## src/rtl/controlador_operaciones_alu.sv

```systemverilog
// Command sequencer for an external ALU: latches a command, captures the ALU
// result one edge later and holds it until the consumer takes it.
module controlador_operaciones_alu #(
    parameter int ancho = 3
) (
    input  logic             clk,
    input  logic             rst,
    input  logic             comandoValido,
    output logic             comandoListo,
    input  logic [ancho:0]   comandoA,
    input  logic [ancho:0]   comandoB,
    input  logic [3:0]       comandoSeleccion,
    output logic [ancho:0]   aluOperandoA,
    output logic [ancho:0]   aluOperandoB,
    output logic [3:0]       aluSeleccion,
    input  logic [ancho:0]   aluResultado,
    input  logic             aluN,
    input  logic             aluZ,
    input  logic             aluC,
    input  logic             aluV,
    output logic             resultadoValido,
    input  logic             resultadoListo,
    output logic [ancho:0]   resultado,
    output logic [3:0]       banderas,
    output logic             error,
    output logic [7:0]       contadorOperaciones
);

    localparam logic [3:0] OP_DIVISION = 4'd3;
    localparam logic [3:0] OP_MODULO   = 4'd4;
    localparam logic [3:0] OP_ULTIMO   = 4'd9;

    typedef enum logic [1:0] {INACTIVO, OPERANDO, ENTREGA} estado_t;

    estado_t estado, estadoSig;
    logic    aceptar;
    logic    entregar;
    logic    comandoIlegal;
    logic    ilegalReg;

    assign aceptar  = comandoValido && (estado == INACTIVO);
    assign entregar = resultadoListo && (estado == ENTREGA);

    // Division and modulo by zero are rejected up front so the ALU never sees them as legal.
    always_comb begin
        comandoIlegal = 1'b0;
        if (comandoSeleccion > OP_ULTIMO)
            comandoIlegal = 1'b1;
        else if ((comandoSeleccion == OP_DIVISION || comandoSeleccion == OP_MODULO) &&
                 (comandoB == '0))
            comandoIlegal = 1'b1;
    end

    always_ff @(posedge clk or posedge rst) begin
        if (rst) estado <= INACTIVO;
        else     estado <= estadoSig;
    end

    always_comb begin
        estadoSig = estado;
        case (estado)
            INACTIVO: if (comandoValido)  estadoSig = OPERANDO;
            OPERANDO:                     estadoSig = ENTREGA;
            ENTREGA:  if (resultadoListo) estadoSig = INACTIVO;
            default:                      estadoSig = INACTIVO;
        endcase
    end

    always_ff @(posedge clk or posedge rst) begin
        if (rst) begin
            aluOperandoA <= '0;
            aluOperandoB <= '0;
            aluSeleccion <= '0;
            ilegalReg    <= 1'b0;
        end else if (aceptar) begin
            aluOperandoA <= comandoA;
            aluOperandoB <= comandoB;
            aluSeleccion <= comandoSeleccion;
            ilegalReg    <= comandoIlegal;
        end
    end

    always_ff @(posedge clk or posedge rst) begin
        if (rst) begin
            resultado <= '0;
            banderas  <= '0;
            error     <= 1'b0;
        end else if (estado == OPERANDO) begin
            if (ilegalReg) begin
                resultado <= '0;
                banderas  <= '0;
                error     <= 1'b1;
            end else begin
                resultado <= aluResultado;
                banderas  <= {aluN, aluZ, aluC, aluV};
                error     <= 1'b0;
            end
        end
    end

    always_ff @(posedge clk or posedge rst) begin
        if (rst)           contadorOperaciones <= '0;
        else if (entregar) contadorOperaciones <= contadorOperaciones + 8'd1;
    end

    assign comandoListo    = (estado == INACTIVO);
    assign resultadoValido = (estado == ENTREGA);

endmodule

```

## config.mk

```make
export PLATFORM = sky130hd
export DESIGN_NAME = controlador_operaciones_alu
export DESIGN_NICKNAME = d
export VERILOG_FILES = /design/src/rtl/controlador_operaciones_alu.sv
export SDC_FILE = /design/constraint.sdc
export NUM_CORES = 1
export LEC_CHECK = 0
export BUFFER_PORTS_ARGS = -buffer_cell sky130_fd_sc_hd__buf_2
export CORE_MARGIN = 3
export CORE_UTILIZATION = 40
export CTS_CLUSTER_SIZE = 8
export DETAILED_ROUTE_END_ITERATION = 6
export PLACE_DENSITY = 0.75
export SLEW_MARGIN = 20
export SYNTH_ARGS = -nofsm -noshare
export SYNTH_HDL_FRONTEND = slang
export SYNTH_SLANG_ARGS = --single-unit
```

## constraint.sdc

```tcl
create_clock -name clk -period 1.7 [get_ports clk]
set_clock_uncertainty 0.1 [all_clocks]
set_input_delay 0.34 -clock clk [delete_from_list [all_inputs] [get_ports clk]]
set_output_delay 0.34 -clock clk [all_outputs]
set_load 0.02 [all_outputs]
```

==> reports/qor.csv, run 1 <==
metric,value,unit
status,completed,
crit_arrival,1190,ps
fin_tns_setup,0,ps
final_nets,195,
synthToLayoutAreaGrowth,30.4,%
final_cells,214,
row_count,20,
synth_area_per_cell,12.3,µm²
worstHoldPathType,in2reg,
routed_wl,2.65,mm
period_share,0.959,
leakage,0.000919,µW
placed_cell_area,1650,µm²
fin_area,1730,µm²
drc,0,
grt_pass1_vias,1068,
syn_nets,133,
htreeDepth,2,
dp_hpwl,2.07,mm
numCtsBuffers,5,
finalSetupViolations,0,
cts_tree,done,
initial_core_util,0.428,
cts.path.max_buffers,2,
synth_seq_cells,32,
tightest_slew,541,ps
root_buffer,clkbuf_4,
cp_max_fo,5,
drv_slew,0,
avgRoutedWirePerCell,12.4,µm
via_per_inst,4.66,
required,1260,ps
routabilityCongestion,0.773,
timing.final.ws_setup,70.4,ps
crit_type,reg2out,
grt_pass1_wl,4.59,mm
vdd_ir_drop_max,0.862,mV
max_cap_viol_count,0,
die_h,63.6,µm
grt_usage,0.147,
ioPinCount,55,
rsz0062_at_grt,no,
ys_seq_area_frac,0.603,
dr_total_vias,997,
grt_antenna_before_repair,0,
fill_cells,304,
grt-ovfl-total,0,
dr.pass1.iters,2,
clock_sinks,32,
pre_cts_ws,215,ps
relSlewSlack,0.639,
drive_gt1_frac,0.488,
power_density,1800,nW/µm²
grt_max_degree,33,
finalHoldViolations,0,
clk_latency,320,ps
syn-cell-area,1330,µm²
fp.coreArea,3100,µm²
yosysWarningCount,0,
path_clk_slew,90,ps
io_buffers,54,
fmax,614,MHz
critPathCaptureType,output port,
postSynthCellCount,108,
dp.cells,205,
drt_iter0_drc,43,
start_kind,flop,
die_area,4050,µm²
synthDistinctLibCells,23,
diodes,0,
fin_crit,1630,ps
ant_nets,0,
die-width,63.6,µm
[kinds of logic after synthesis]
family	synth area share
buffers and inverters	0.0245
xor gates and xnor gates	0.0462
DFF	0.603
adders and majority gates	0.00942
muxes	0.118
AOI/OAI and AO/OA	0.0500
and+or+nand+nor	0.149
[what timing repair did]
action	4_1_cts	5_1_grt
hold endpoints to repair	5	0
endpoints found under the setup margin	0	1
hold buffers	1	0
buffers inserted	0	1
gates resized for setup	0	2
[where the power goes]
| part | switching, µW | total [µW] | leakage (µW) | internal [µW] |
|---|---|---|---|---|
| sequential | 207 | 1290 | 0.000395 | 1080 |
| clock | 230 | 464 | 0.0000374 | 234 |
| combinational | 827 | 1370 | 0.000486 | 541 |
[state kept, by name (all words and copies together), names as in the netlist]
signal               flops
contadorOperaciones      8
estado                   2
aluOperandoB             4
aluOperandoA             4
ilegalReg                1
error                    1
aluSeleccion             4
banderas                 4
resultado                4
[critical path, cell delays in order (launching register included)]
cell and delay [ps]:
dfrtp_2 470, and2b_2 240, buf_2 160
[per-stage QoR]
step                      power, µW   util  hold WS, ps
final                          3120  0.558          154
after floorplan                2210      -          347
after CTS                      3150  0.555          143
after detailed placement       2680  0.531          356
after global placement         2610  0.531          329
after global routing           3340  0.558          134
[placed cells by master, fill, tap and decap left out, types with 2 or more instances in the layout]
cell type,instances
o21ai_0,11
xnor2_1,2
xor2_1,5
buf_4,3
buf_2,54
dfrtp_2,2
nand2_1,23
mux2_2,13
dfrtp_1,30
nor3_1,2
inv_1,2
nor2_1,3
clkbuf_4,5
clkbuf_8,2
[cell type report]
cell class | count | area, µm² | share of cell area
Timing Repair Buffer | 58 | 303 | 0.175
Multi-Input combinational cell | 70 | 494 | 0.285
Sequential cell | 32 | 803 | 0.464
Inverter | 3 | 11.3 | 0.00650
Clock buffer | 7 | 65.1 | 0.0376
Tap cell | 44 | 55.1 | 0.0318
[metal layers]
metal  vias up  GRT usage  wire [µm]
met5         -          0          0
met3         4     0.0766        238
li1        485          -          -
met4         0     0.0404         17
met1       470      0.156       1020
met2        38      0.253       1370
[path summary, 6_finish.rpt]
check	from	end	slack (ps)	cells after the start
worst min-delay path	comandoA[3]	aluOperandoA[3]	150	2
max in group asynchronous	rst	estado[0]	650	4
min in group asynchronous	rst	banderas[3]	550	4
worst max-delay path	estado[1]	resultadoValido	70	2
worst min register to register	contadorOperaciones[7]	contadorOperaciones[7]	370	1
worst max register to register	estado[0]	aluSeleccion[0]	180	4
[synth_stat cells]
master,n,share of area
mux2_2,13,0.11
clkinv_1,1,0.0028
xor2_1,5,0.033
o21ai_0,11,0.041
dfrtp_1,32,0.60
a21oi_1,1,0.0038
xnor2_1,2,0.013
nand2_1,23,0.065
nor4_4,1,0.016
buf_6,1,0.0085
inv_1,2,0.0057
nor4_1,1,0.0047
ha_1,1,0.0094
o22ai_1,1,0.0047
nand3_1,1,0.0038
mux2i_1,1,0.0075
nor2_1,3,0.0085
nor3_1,2,0.0075
nand4b_4,1,0.018
nand2b_1,1,0.0047
buf_2,2,0.0075
and2b_2,1,0.0066
nor3b_4,1,0.014
(Power assumes the default switching activity.)
==> inputs of run 2 (changes only) <==
Settings changed: CORE_MARGIN 3 to 1, PLACE_DENSITY 0.75 to 0.68.
==> run 2 against run 1 <==
  * First-iteration DRC count shrank 42%
  * Die area shrank 12%
  * Global-route usage grew 1.4 points
  * Via count shrank 1.4%
  * Critical path type unchanged
==> reports/qor.csv, run 2 (synthesis gave the netlist of run 1 again) <==
metric,value,unit
status,completed,
dr.pass1.iters,4,
fp.coreArea,3100,µm²
path_buf_inv,1,
finalSetupViolations,0,
multi_input_area,494,µm²
die_h,59.6,µm
grt_pass1_vias,909,
final_nets,194,
grt_max_degree,33,
via_per_inst,4.62,
worstHoldPathType,in2reg,
power.share.clock,0.130,
final_common_cell,buf_2,
vdd_ir_drop_max,1.01,mV
worstSetupStartpoint,estado[0],
clock_sinks,32,
finalHoldViolations,0,
layout_common_cells,"buf_2 (54), dfrtp_1 (30), nand2_1 (23)",
die-width,59.6,µm
synthToLayoutAreaGrowth,28.5,%
seq_area,803,µm²
numCtsBuffers,5,
path_clk_slew,90,ps
path_cells,and2b_2 -> buf_2,
grt_usage,0.161,
grt_antenna_before_repair,0,
leakage,0.000904,µW
period_share,0.965,
die_area,3550,µm²
crit_family,flip-flops,
row_count,20,
crit_arrival,1200,ps
drv_slew,0,
cts.path.max_buffers,2,
drive_gt1_frac,0.479,
initial_core_util,0.428,
routed_wl,2.43,mm
avgRoutedWirePerCell,11.4,µm
grt_pass1_wl,4.00,mm
routabilityCongestion,0.763,
clk_latency,330,ps
timing.rr.start,estado[1],
required,1260,ps
htreeDepth,2,
dp_hpwl,1.80,mm
drc,0,
ioPinCount,55,
hold_start,comandoA[2],
rsz0062_at_grt,no,
fin_crit,1640,ps
fin_tns_setup,0,ps
cp_max_fo,5,
tightest_slew,526,ps
relSlewSlack,0.650,
power.share.sequential,0.430,
p_comb_frac,0.440,
largest_reg_flops,8,
fmax,610,MHz
io_buffers,54,
p_sw,1250,µW
grt-ovfl-total,0,
diodes,0,
slowest_delay,450,ps
fill_cells,293,
whs,134,ps
critPathCaptureType,output port,
power,3010,µW
cts_tree,done,
crit_slowest_cell,dfrtp_2,
ant_nets,0,
root_buffer,clkbuf_4,
switching_share,0.414,
power.internal,1760,µW
dr_total_vias,983,
crit_type,reg2out,
power_density,1770,nW/µm²
start_kind,flop,
top_register,contadorOperaciones,
max_cap_viol_count,0,
drt_iter0_drc,25,
[run 2: cell types whose count changed in the layout (fill, tap and decap cells not counted)]
cell      delta
buf_4        -1
clkinv_2     +1
clkbuf_1     +1
clkbuf_8     -2
[run 2: worst paths after layout]
kind                                           to  slack, ps  cells past startpoint
min in group asynchronous         aluSeleccion[3]        520                      4
max in group asynchronous               estado[1]        670                      4
setup / recovery                  resultadoValido         60                      2
setup reg to reg                  aluSeleccion[1]        240                      3
hold reg to reg            contadorOperaciones[7]        370                      1
hold / removal                    aluOperandoA[2]        130                      2
[run 2: stage by stage]
step	std cells	cell area, µm²	setup slack, ps	utilization
after CTS	213	1700	22.1	0.549
final	213	1710	59.3	0.550
after global placement	205	1650	267	0.531
after global routing	213	1710	0.151	0.550
after detailed placement	205	1650	215	0.531
after floorplan	108	1330	219	-
[run 2: power groups by stage]
stage	sequential [µW]	combinational, µW	clock (µW)
global route	1340	1450	434
CTS	1290	1350	408
finish	1290	1330	392
floorplan	1640	569	0
detailed placement	1300	1340	0
global placement	1290	1320	0
[run 2: final cells by class]
| class | instances | area share |
|---|---|---|
| inverter | 3 | 0.00660 |
| multi-input combinational | 70 | 0.290 |
| clock inverter | 1 | 0.00293 |
| clock buffer | 6 | 0.0242 |
| tap | 44 | 0.0323 |
| timing repair buffer | 57 | 0.173 |
| sequential | 32 | 0.471 |
[run 2: repair_timing]
action,4_1_cts,5_1_grt
resized for setup,0,2
setup endpoints to repair,0,1
endpoints found under the hold margin,32,0
hold buffers,1,0
setup buffers,0,0
[run 2: routing by layer]
layer	track usage	vias to the layer above	wire, µm
li1	-	488	-
met1	0.192	455	1090
met2	0.244	35	1120
met3	0.0742	5	160
met4	0.0797	0	48
met5	0	-	0
==> inputs of run 3 (changes only) <==
Settings changed: CTS_BUF_LIST from default to sky130_fd_sc_hd__clkbuf_4 sky130_fd_sc_hd__clkbuf_8.
==> run 3 against run 2 <==
  * Register-to-register slack worse by 70 ps
  * Power is 1.2% higher
  * Critical path type unchanged
  * Largest power group unchanged
  * Final cell count up 0.94%
  * Worst setup slack improved by 4.8 ps
  * Hold slack better by 3.8 ps
  * First-iteration DRC count increased by 8.0%
  * Via count increased by 0.51%
==> reports/qor.csv, run 3 (synthesis gave the netlist of run 1 again) <==
metric,value,unit
drv_slew,0,
initial_core_util,0.428,
routed_wl,2.44,mm
clock_sinks,32,
grt_pass1_vias,912,
top_register,contadorOperaciones,
crit_type,reg2out,
drive_gt1_frac,0.491,
pre_cts_ws,215,ps
timing.final.ws_setup,64.1,ps
slowest_delay,470,ps
via_per_inst,4.60,
synthToLayoutAreaGrowth,29.9,%
tightest_slew,528,ps
power_density,1770,nW/µm²
relSlewSlack,0.648,
fmax,611,MHz
dr_total_vias,988,
largest_reg_flops,8,
clk_latency,320,ps
crit_family,flip-flops,
grt_usage,0.160,
drc,0,
final_nets,196,
cts.path.max_buffers,2,
required,1260,ps
finalHoldViolations,0,
dr.pass1.iters,4,
ant_nets,0,
period_share,0.962,
grt_antenna_before_repair,0,
routabilityCongestion,0.763,
dp_hpwl,1.80,mm
cp_max_fo,5,
die_area,3550,µm²
ioPinCount,55,
die-width,59.6,µm
fin_tns_setup,0,ps
drt_iter0_drc,27,
path_clk_slew,90,ps
fin_crit,1640,ps
finalSetupViolations,0,
start_kind,flop,
grt_max_degree,33,
reg2reg_setup_slack,170,ps
rsz0062_at_grt,no,
path_buf_inv,1,
avgRoutedWirePerCell,11.3,µm
row_count,20,
vdd_ir_drop_max,0.986,mV
numCtsBuffers,5,
htreeDepth,2,
status,completed,
grt_pass1_wl,3.98,mm
root_buffer,clkbuf_4,
fp.coreArea,3100,µm²
max_cap_viol_count,0,
diodes,0,
leakage,0.000918,µW
die_h,59.6,µm
cts_tree,done,
path_cells,and2b_2 -> buf_2,
grt-ovfl-total,0,
crit_arrival,1200,ps
critPathCaptureType,output port,
whs,138,ps
layout_common_cells,"buf_2 (54), dfrtp_1 (30), nand2_1 (23)",
final_common_cell,buf_2,
io_buffers,54,
worstHoldPathType,in2reg,
crit_slowest_cell,dfrtp_2,
==> run 3: final timing paths <==
check / start / end / cells past startpoint
max: estado[1] / resultadoValido / 2
max in group asynchronous: rst / estado[0] / 4
min reg2reg: contadorOperaciones[7] / contadorOperaciones[7] / 1
min in group asynchronous: rst / aluSeleccion[3] / 4
max reg2reg: estado[0] / aluSeleccion[1] / 4
min: comandoA[2] / aluOperandoA[2] / 2
==> run 3: per-layer routing <==
layer	track usage	routed length [µm]	vias to the layer above
met5	0	0	-
met4	0.0797	48	0
met3	0.0742	160	5
met2	0.242	1150	35
met1	0.192	1080	457
li1	-	-	491
==> run 3: cell type report <==
class | instances | area, µm²
clock inverter | 1 | 5.00
fill | 295 | 1380
inverter | 3 | 11.3
timing repair buffer | 59 | 310
tap | 44 | 55.1
multi-input combinational | 70 | 494
clock buffer | 6 | 45.0
sequential | 32 | 803
==> run 3: power by group <==
group / switching, µW / internal (µW)
Clock: 237 / 168
Combinational: 804 / 551
Sequential: 209 / 1080
Total: 1250 / 1800
==> run 3: worst reg2reg max path: cells and delay by family (launching register included) <==
| family | cells | cell delay, ps |
|---|---|---|
| flip-flops | 1 | 430 |
| multiplexers | 1 | 360 |
| AND/OR/NAND/NOR | 1 | 150 |
| buffers and inverters | 2 | 380 |
==> run 3: per-stage QoR <==
step | instance area (µm²) | util | cells | total power (µW)
2_1_floorplan | 1330 | - | 108 | 2210
3_3_place_gp | 1650 | 0.531 | 205 | 2610
3_5_place_dp | 1650 | 0.531 | 205 | 2650
4_1_cts | 1710 | 0.550 | 213 | 3060
5_1_grt | 1720 | 0.556 | 215 | 3270
6_report | 1720 | 0.556 | 215 | 3050
==> run 3: repair_timing <==
item,CTS,global route
setup buffers,0,2
hold buffers,1,0
hold endpoints to repair,32,0
endpoints found under the setup margin,0,1
resized for setup,0,2
